File: config.mk
export PLATFORM = sky130hd
export DESIGN_NAME = oddr_ds_burst
export DESIGN_NICKNAME = d
export VERILOG_FILES = /design/src/rtl/oddr_ds_burst.sv
export SDC_FILE = /design/constraint.sdc
export NUM_CORES = 1
export LEC_CHECK = 0
export CAP_MARGIN = 20
export CORE_MARGIN = 8
export CORE_UTILIZATION = 55
export DETAILED_ROUTE_END_ITERATION = 10
export GPL_TIMING_DRIVEN = 0
export HOLD_SLACK_MARGIN = 0.15
export PLACE_DENSITY_LB_ADDON = 0.1
export REMOVE_ABC_BUFFERS = 1
export SYNTH_ARGS = -nofsm -noshare
export SYNTH_HDL_FRONTEND = slang
export SYNTH_SLANG_ARGS = --single-unit
export TNS_END_PERCENT = 30
File: constraint.sdc
create_clock -name clk -period 2.5 [get_ports clk]
set_input_delay 0.5 -clock clk [delete_from_list [all_inputs] [get_ports clk]]
set_output_delay 0.5 -clock clk [all_outputs]
set_load 0.05 [all_outputs]
File: src/rtl/oddr_ds_burst.sv
// oddr_ds_burst
// Multi-lane DDR differential output driver with burst framing.
// Words of 2 bits per lane are buffered in a small FIFO. A four-state
// sequencer (IDLE, PRE, BURST, POST) wraps each burst in a preamble and a
// postamble of IDLE_VAL, and pops one word per cycle while in BURST.
// The ODDR (OPPOSITE_EDGE) and OBUFDS stages are modelled behaviourally:
// D1 drives the high half of the following cycle and D2 the low half.
module oddr_ds_burst #(
  parameter int          WIDTH        = 1,
  parameter int          DEPTH        = 4,
  parameter int          PREAMBLE     = 1,
  parameter int          POSTAMBLE    = 1,
  parameter logic [1:0]  IDLE_VAL     = 2'b00,
  parameter string       IOSTANDARD   = "DIFF_SSTL15",
  parameter string       SLEW         = "SLOW",
  parameter string       DDR_CLK_EDGE = "OPPOSITE_EDGE"
) (
  input  logic                     clk,
  input  logic                     rst,
  input  logic [2*WIDTH-1:0]       din,
  input  logic                     din_last,
  input  logic                     din_valid,
  output logic                     din_ready,
  output logic                     busy,
  output logic [$clog2(DEPTH):0]   level,
  output logic                     underrun,
  output logic [WIDTH-1:0]         dq,
  output logic [WIDTH-1:0]         ndq
);

  localparam int PTR_W = $clog2(DEPTH);
  localparam int LVL_W = PTR_W + 1;
  localparam int ENT_W = 2 * WIDTH + 1;

  // Counter reload values; a zero-length amble never loads the counter.
  localparam logic [2:0] PRE_INIT  = (PREAMBLE  > 0) ? 3'(PREAMBLE  - 1) : 3'd0;
  localparam logic [2:0] POST_INIT = (POSTAMBLE > 0) ? 3'(POSTAMBLE - 1) : 3'd0;

  // Elaboration-time parameter legality.
  if (WIDTH < 1 || WIDTH > 16) begin : g_badWidth
    $error("oddr_ds_burst: WIDTH must be 1..16");
  end
  if (DEPTH < 2 || DEPTH > 16 || (DEPTH & (DEPTH - 1)) != 0) begin : g_badDepth
    $error("oddr_ds_burst: DEPTH must be a power of two in 2..16");
  end
  if (PREAMBLE < 0 || PREAMBLE > 7) begin : g_badPre
    $error("oddr_ds_burst: PREAMBLE must be 0..7");
  end
  if (POSTAMBLE < 0 || POSTAMBLE > 7) begin : g_badPost
    $error("oddr_ds_burst: POSTAMBLE must be 0..7");
  end
  if (DDR_CLK_EDGE != "OPPOSITE_EDGE") begin : g_badEdge
    $error("oddr_ds_burst: only OPPOSITE_EDGE output timing is modelled");
  end
  if (SLEW != "SLOW" && SLEW != "FAST") begin : g_badSlew
    $error("oddr_ds_burst: SLEW must be SLOW or FAST");
  end
  if (IOSTANDARD == "") begin : g_badIoStd
    $error("oddr_ds_burst: IOSTANDARD must be named");
  end

  typedef enum logic [1:0] {
    IDLE  = 2'd0,
    PRE   = 2'd1,
    BURST = 2'd2,
    POST  = 2'd3
  } state_t;

  state_t               state_q, state_d;
  logic [2:0]           cnt_q, cnt_d;
  logic [ENT_W-1:0]     mem_q [DEPTH];
  logic [PTR_W-1:0]     wrPtr_q, rdPtr_q;
  logic [LVL_W-1:0]     level_q, level_d;
  logic [2*WIDTH-1:0]   dReg_q, dReg_d;
  logic                 underrun_q, underrun_d;
  logic                 push, pop;
  logic [ENT_W-1:0]     headWord;
  logic [WIDTH-1:0]     d1Lanes, d2Lanes;
  logic [WIDTH-1:0]     riseQ_q, fallPend_q, fallQ_q;

  assign din_ready = !rst && (level_q < LVL_W'(DEPTH));
  assign push      = din_valid && din_ready;
  assign pop       = (state_q == BURST) && (level_q != '0);
  assign headWord  = mem_q[rdPtr_q];

  // Occupancy follows push/pop; a simultaneous push and pop leaves it unchanged.
  always_comb begin
    level_d = level_q;
    case ({push, pop})
      2'b10:   level_d = level_q + LVL_W'(1);
      2'b01:   level_d = level_q - LVL_W'(1);
      default: level_d = level_q;
    endcase
  end

  // FIFO storage holds {last, data}; it needs no reset because level gates reads.
  always_ff @(posedge clk) begin
    if (push) begin
      mem_q[wrPtr_q] <= {din_last, din};
    end
  end

  // FIFO pointers and occupancy; pointers wrap naturally at the power-of-two depth.
  always_ff @(posedge clk) begin
    if (rst) begin
      wrPtr_q <= '0;
      rdPtr_q <= '0;
      level_q <= '0;
    end else begin
      if (push) wrPtr_q <= wrPtr_q + PTR_W'(1);
      if (pop)  rdPtr_q <= rdPtr_q + PTR_W'(1);
      level_q <= level_d;
    end
  end

  // Burst sequencer: next state, amble counter, lane data and underrun flag.
  always_comb begin
    state_d    = state_q;
    cnt_d      = cnt_q;
    dReg_d     = {WIDTH{IDLE_VAL}};
    underrun_d = 1'b0;
    case (state_q)
      IDLE: begin
        if (level_q != '0) begin
          if (PREAMBLE == 0) begin
            state_d = BURST;
          end else begin
            state_d = PRE;
            cnt_d   = PRE_INIT;
          end
        end
      end
      PRE: begin
        if (cnt_q == 3'd0) state_d = BURST;
        else               cnt_d   = cnt_q - 3'd1;
      end
      BURST: begin
        if (pop) begin
          dReg_d = headWord[2*WIDTH-1:0];
          if (headWord[ENT_W-1]) begin
            if (POSTAMBLE == 0) begin
              state_d = IDLE;
            end else begin
              state_d = POST;
              cnt_d   = POST_INIT;
            end
          end
        end else begin
          underrun_d = 1'b1;
        end
      end
      POST: begin
        if (cnt_q == 3'd0) state_d = IDLE;
        else               cnt_d   = cnt_q - 3'd1;
      end
      default: state_d = IDLE;
    endcase
  end

  // Sequencer registers; reset aborts any burst without a postamble.
  always_ff @(posedge clk) begin
    if (rst) begin
      state_q    <= IDLE;
      cnt_q      <= 3'd0;
      dReg_q     <= {WIDTH{IDLE_VAL}};
      underrun_q <= 1'b0;
    end else begin
      state_q    <= state_d;
      cnt_q      <= cnt_d;
      dReg_q     <= dReg_d;
      underrun_q <= underrun_d;
    end
  end

  // Split the held word into per-lane rising-half and falling-half bits.
  always_comb begin
    d1Lanes = '0;
    d2Lanes = '0;
    for (int i = 0; i < WIDTH; i++) begin
      d1Lanes[i] = dReg_q[2*i];
      d2Lanes[i] = dReg_q[2*i+1];
    end
  end

  // ODDR rising-edge capture of both halves with synchronous reset to zero.
  always_ff @(posedge clk) begin
    if (rst) begin
      riseQ_q    <= '0;
      fallPend_q <= '0;
    end else begin
      riseQ_q    <= d1Lanes;
      fallPend_q <= d2Lanes;
    end
  end

  // ODDR opposite-edge stage: the D2 half is launched on the falling edge.
  always_ff @(negedge clk) begin
    fallQ_q <= fallPend_q;
  end

  assign dq       = clk ? riseQ_q : fallQ_q;
  assign ndq      = ~dq;
  assign busy     = (state_q != IDLE);
  assign level    = level_q;
  assign underrun = underrun_q;

endmodule

# Yosys cells after proc, flatten, opt, wreduce, memory -nomap -nowiden
# Memories as Yosys holds them, arrays and structs flattened. A register that Yosys moved wholly into a read port is not among the register bits.
# Cells that the tools add are included.
dict set report word_totals {
  ram_bits 12
  rom_bits 0
  in_bits 6
  word_cells 63
  latch_bits 0
  reg_bits 18
  out_inout_bits 8
  n_memories 1
}
# name words word_bits read_ports rd_ports_with_merged_regs wr line
set mem_list {}
lappend mem_list {mem_q 4 3 1 1 1 71} ;# logic [ENT_W-1:0] mem_q [DEPTH];
dict set report classes {
  multipliers 0
  addsub 5
  magnitude_cmp 1
  n_eq_ne 11
  bitwise 3
  n_shift 0
  mux 18
  div 0
  n_reduce_logical 14
}
# op n
set ops {}
lappend ops {{two-way mux 2 bit} 7}
lappend ops {{two-way mux 3 bit} 4}
lappend ops {{!= test 2 bit (second input constant)} 6}
lappend ops {{one-hot mux 3 bit (3 select lines)} 1}
lappend ops {{one-hot mux 2 bit (4 select lines)} 1}
lappend ops {{equality test 2 bit (second input constant)} 3}
lappend ops {{one-hot mux 3 bit (2 select lines)} 1}
lappend ops {{subtractor 3 x 1 -> 3 bit (second input constant)} 2}
lappend ops {{AND reduction 5 bit} 1}
lappend ops {{adder 2 x 1 -> 2 bit (second input constant)} 2}
lappend ops {{equality test 2 x 1 -> 1 bit (second input constant)} 2}
lappend ops {{two-way mux 1 bit} 4}
lappend ops {{AND reduction 4 bit} 1}
lappend ops {{nonzero test 2 bit} 2}
lappend ops {{OR reduction 2 bit} 2}
lappend ops {{adder 3 x 1 -> 3 bit (second input constant)} 1}
lappend ops {{logical AND 1 bit} 3}
lappend ops {{logical NOT 3 bit} 1}
lappend ops {{less-than comparator 3 bit (second input constant)} 1}
lappend ops {{inverter 1 bit} 3}
lappend ops {{nonzero test 3 bit} 1}
lappend ops {{OR reduction 3 bit} 1}
lappend ops {{logical NOT 2 bit} 1}
lappend ops {{logical NOT 1 bit} 1}

# Logic depth before layout (Yosys ltp)
# Gate-level depths: netlist of run 1.
dict set report logic_depth {
  word_depth 5
  ltp_mapped 10
  depth_no_buf 9
}

==> results of run 1 <==
cell type report:
| type | instances | area share (%) |
|---|---|---|
| sequential | 32 | 43.3 |
| timing repair buffer | 11 | 6.04 |
| inverter | 13 | 2.77 |
| clock inverter | 4 | 2.42 |
| multi-input combinational | 75 | 35.9 |
| clock buffer | 16 | 7.46 |
| tap | 30 | 2.13 |
cell families (layout without fill, tap and decap cells):
logic type                 Yosys count  in the layout  synth area share [%]
AOI/OAI and AO/OA                   13             13                  8.59
xor gates and xnor gates             5              5                  3.01
adders and majority gates           13             13                  11.7
buffers and inverters               18             44                  5.24
DFF                                 32             32                  52.2
muxes                                6              6                  5.93
and+or+nand+nor                     38             38                  13.3
layer usage:
| layer | GRT usage, % | wire (microns) | vias up |
|---|---|---|---|
| met5 | 0 | 0 | - |
| met3 | 7.95 | 127 | 15 |
| li1 | - | - | 479 |
| met1 | 11.6 | 1050 | 461 |
| met2 | 19.6 | 1360 | 30 |
| met4 | 18.5 | 123 | 0 |
repair_timing:
item | CTS | global route
setup buffers | 0 | 0
pin swaps | 0 | 0
resized for setup | 21 | 4
setup endpoints to repair | 6 | 4
how the worst max path moves through the flow:
| stage | cells after the start | slack, ns | endpoint | from |
|---|---|---|---|---|
| after detailed placement | 10 | -0.91 | level[2] | rst |
| after CTS | 4 | -0.61 | dq | fallQ_q |
| final | 3 | -0.51 | ndq | fallQ_q |
| after global routing | 3 | -0.56 | ndq | fallQ_q |
| after floorplan | 2 | -0.84 | dq | fallQ_q |
| after global placement | 10 | -0.79 | level[2] | rst |
synth_stat cells (2+ instances only):
library cell and instances:
nand3_1 5, inv_1 15, o21ai_0 2, nor3_1 3, o31ai_2 3, and3_1 4
a21oi_1 2, dfxtp_1 20, mux2i_1 3, nor2b_1 5, or3_1 2, xnor2_1 2
nor2_1 11, and2_1 2, ha_1 12, edfxtp_1 12, mux4_2 2, xor2_1 3
nand2_1 4
where the power goes:
group | internal, W | switching, W | total, W | leakage [nW]
Sequential | 0.000595 | 0.0000374 | 0.000632 | 0.272
Combinational | 0.000235 | 0.000333 | 0.000567 | 0.326
Clock | 0.000333 | 0.000225 | 0.000558 | 0.106
Total | 0.00116 | 0.000595 | 0.00176 | 0.704
sequential cells by signal (all words and copies together), names as in the netlist, named ones only:
register / count
cnt_q: 3
mem_q: 12
riseQ_q: 1
fallQ_q: 1
rdPtr_q: 2
dReg_q: 2
underrun: 1
level: 3
state_q: 2
wrPtr_q: 2
fallPend_q: 1
through the flow:
stage               utilization [%]  instance area (sq um)
floorplan                         -                   1440
global placement               64.2                   1600
detailed placement             64.2                   1600
CTS                            69.9                   1750
global route                   70.4                   1760
finish                         70.4                   1760
critical path, stage by stage, from the launching register on:
cell and delay, ns:
dfxtp_2 0.32, mux2i_4 0.17, buf_4 0.15, buf_8 0.14
==> impl_metrics.tcl, run 1 <==
set metrics [dict create \
    fp.dieW_microns 67.5 \
    hpwlAfterDp_microns 1820 \
    final_nets 169 \
    slew_violations 0 \
    power.density_nw_per_um2 998 \
    p_leak_nw 0.704 \
    synth_area_leaders "dfxtp_1 (27%), edfxtp_1 (25%), ha_1 (10%), inv_1 (3.9%), mux4_2 (3.1%)" \
    worstRegToRegCells 9 \
    die_area_sq_um 4550 \
    drt.antenna.violating_nets 0 \
    fin_ws_ns -0.510 \
    clk-insertion-delay-late_ns 0.49 \
    antenna_found_initial 0 \
    start_util_pct 58.3 \
    rows 18 \
    slew_headroom_pct 50.8 \
    min_path_type "flip-flop to flip-flop" \
    start_kind "flip-flop" \
    antenna_cells 0 \
    drc 0 \
    synthCells 125 \
    crit_path_end_kind "primary output" \
    grtUsageTotal_pct 13.7 \
    holdCritStartpoint "dReg_q[0]" \
    rrSetupSlack_ns 0.19 \
    grt_pass1_vias 1070 \
    yosysSeqAreaShare_pct 52.2 \
    drt_iter0_markers 42 \
    vias 985 \
    p_total_w 0.00176 \
    pre_cts_slack_ns -0.907 \
    cts_tree "built" \
    ir_drop_mv 0.899 \
    critPathKind "flip-flop to primary output" \
    worst_pin_slew_ns 0.737 \
    coreArea_sq_um 2500 \
    place_congestion 0.775 \
    crit_fanout 2 \
    status "finished, violations left" \
    grt_overflow 0 \
    synth.largest_area_cell "dfxtp_1" \
    multi_input_area_sq_um 632 \
    via_per_inst 5.44 \
    fill_cells 205 \
    die_h_microns 67.5 \
    fin_cells 181 \
    worstReg2RegStart "state_q[0]" \
    place_inst 165 \
    grt_max_degree 20 \
    whs_endpoint "riseQ_q" \
    cap_violations 0 \
    setup-violations-final 3 \
    ff_latch_area_sq_um 762 \
    wl_microns 2670 \
    finalHoldWorstSlack_ns 0.444 \
    ys.flop_type "dfxtp_1" \
    hold_viol 0 \
    ys_warn_count 0 \
    final_cell_mix "dfxtp_1 (19), inv_1 (14), ha_1 (12), edfxtp_1 (12)" \
    yosys_register_bits 32 \
    min_path_cells 1 \
    cts_hold_buf 0 \
    layout_commonest_cell "dfxtp_1" \
    synthesis.area_sq_um 1460 \
    final.setup.tns_ns -1.14 \
    r2r_end "level[2]" \
    yosys.cell_types.count 32 \
    ios 14 \
    violations "negative setup slack" \
    syn-mean-instance-area_sq_um 11.7 \
    worst_clock_skew_ns 0.0546 \
    cts.clk_slew.worst_paths_ns 0.09 \
    worst-endpoint-arrival_ns 2.51 \
    area_delta_synth_final_pct 20.9 \
    crit_required_ns 2.00 \
    drive_gt1_share_pct 19.9 \
    grt_pass1_wl_microns 4230 \
    synth-edff-count 12 \
    rsz0062_at_grt "true" \
    dr.pass1.iters 4 \
    wl_per_cell_microns 14.7 \
    numPortBuffers 13 \
    synthArstFlopShare_pct 0 \
    synth_top_area_share_pct 27.5 \
]
Power figures use the tool's default switching activity.
==> run 2, diff against run 1 <==
--- a/config.mk
+++ b/config.mk
@@ -10,7 +10,7 @@
 export CORE_UTILIZATION = 55
 export DETAILED_ROUTE_END_ITERATION = 10
 export GPL_TIMING_DRIVEN = 0
-export HOLD_SLACK_MARGIN = 0.15
+export HOLD_SLACK_MARGIN = 0.05
 export PLACE_DENSITY_LB_ADDON = 0.1
 export REMOVE_ABC_BUFFERS = 1
 export SYNTH_ARGS = -nofsm -noshare
==> results of run 2 <==
Same layout as run 1: the final DEF is identical, and so are final timing and power.
==> run 3, diff against run 2 <==
--- a/config.mk
+++ b/config.mk
@@ -10,7 +10,6 @@
 export CORE_UTILIZATION = 55
 export DETAILED_ROUTE_END_ITERATION = 10
 export GPL_TIMING_DRIVEN = 0
-export HOLD_SLACK_MARGIN = 0.05
 export PLACE_DENSITY_LB_ADDON = 0.1
 export REMOVE_ABC_BUFFERS = 1
 export SYNTH_ARGS = -nofsm -noshare
==> results of run 3 <==
Same layout as run 1: the final DEF is identical, and so are final timing and power.
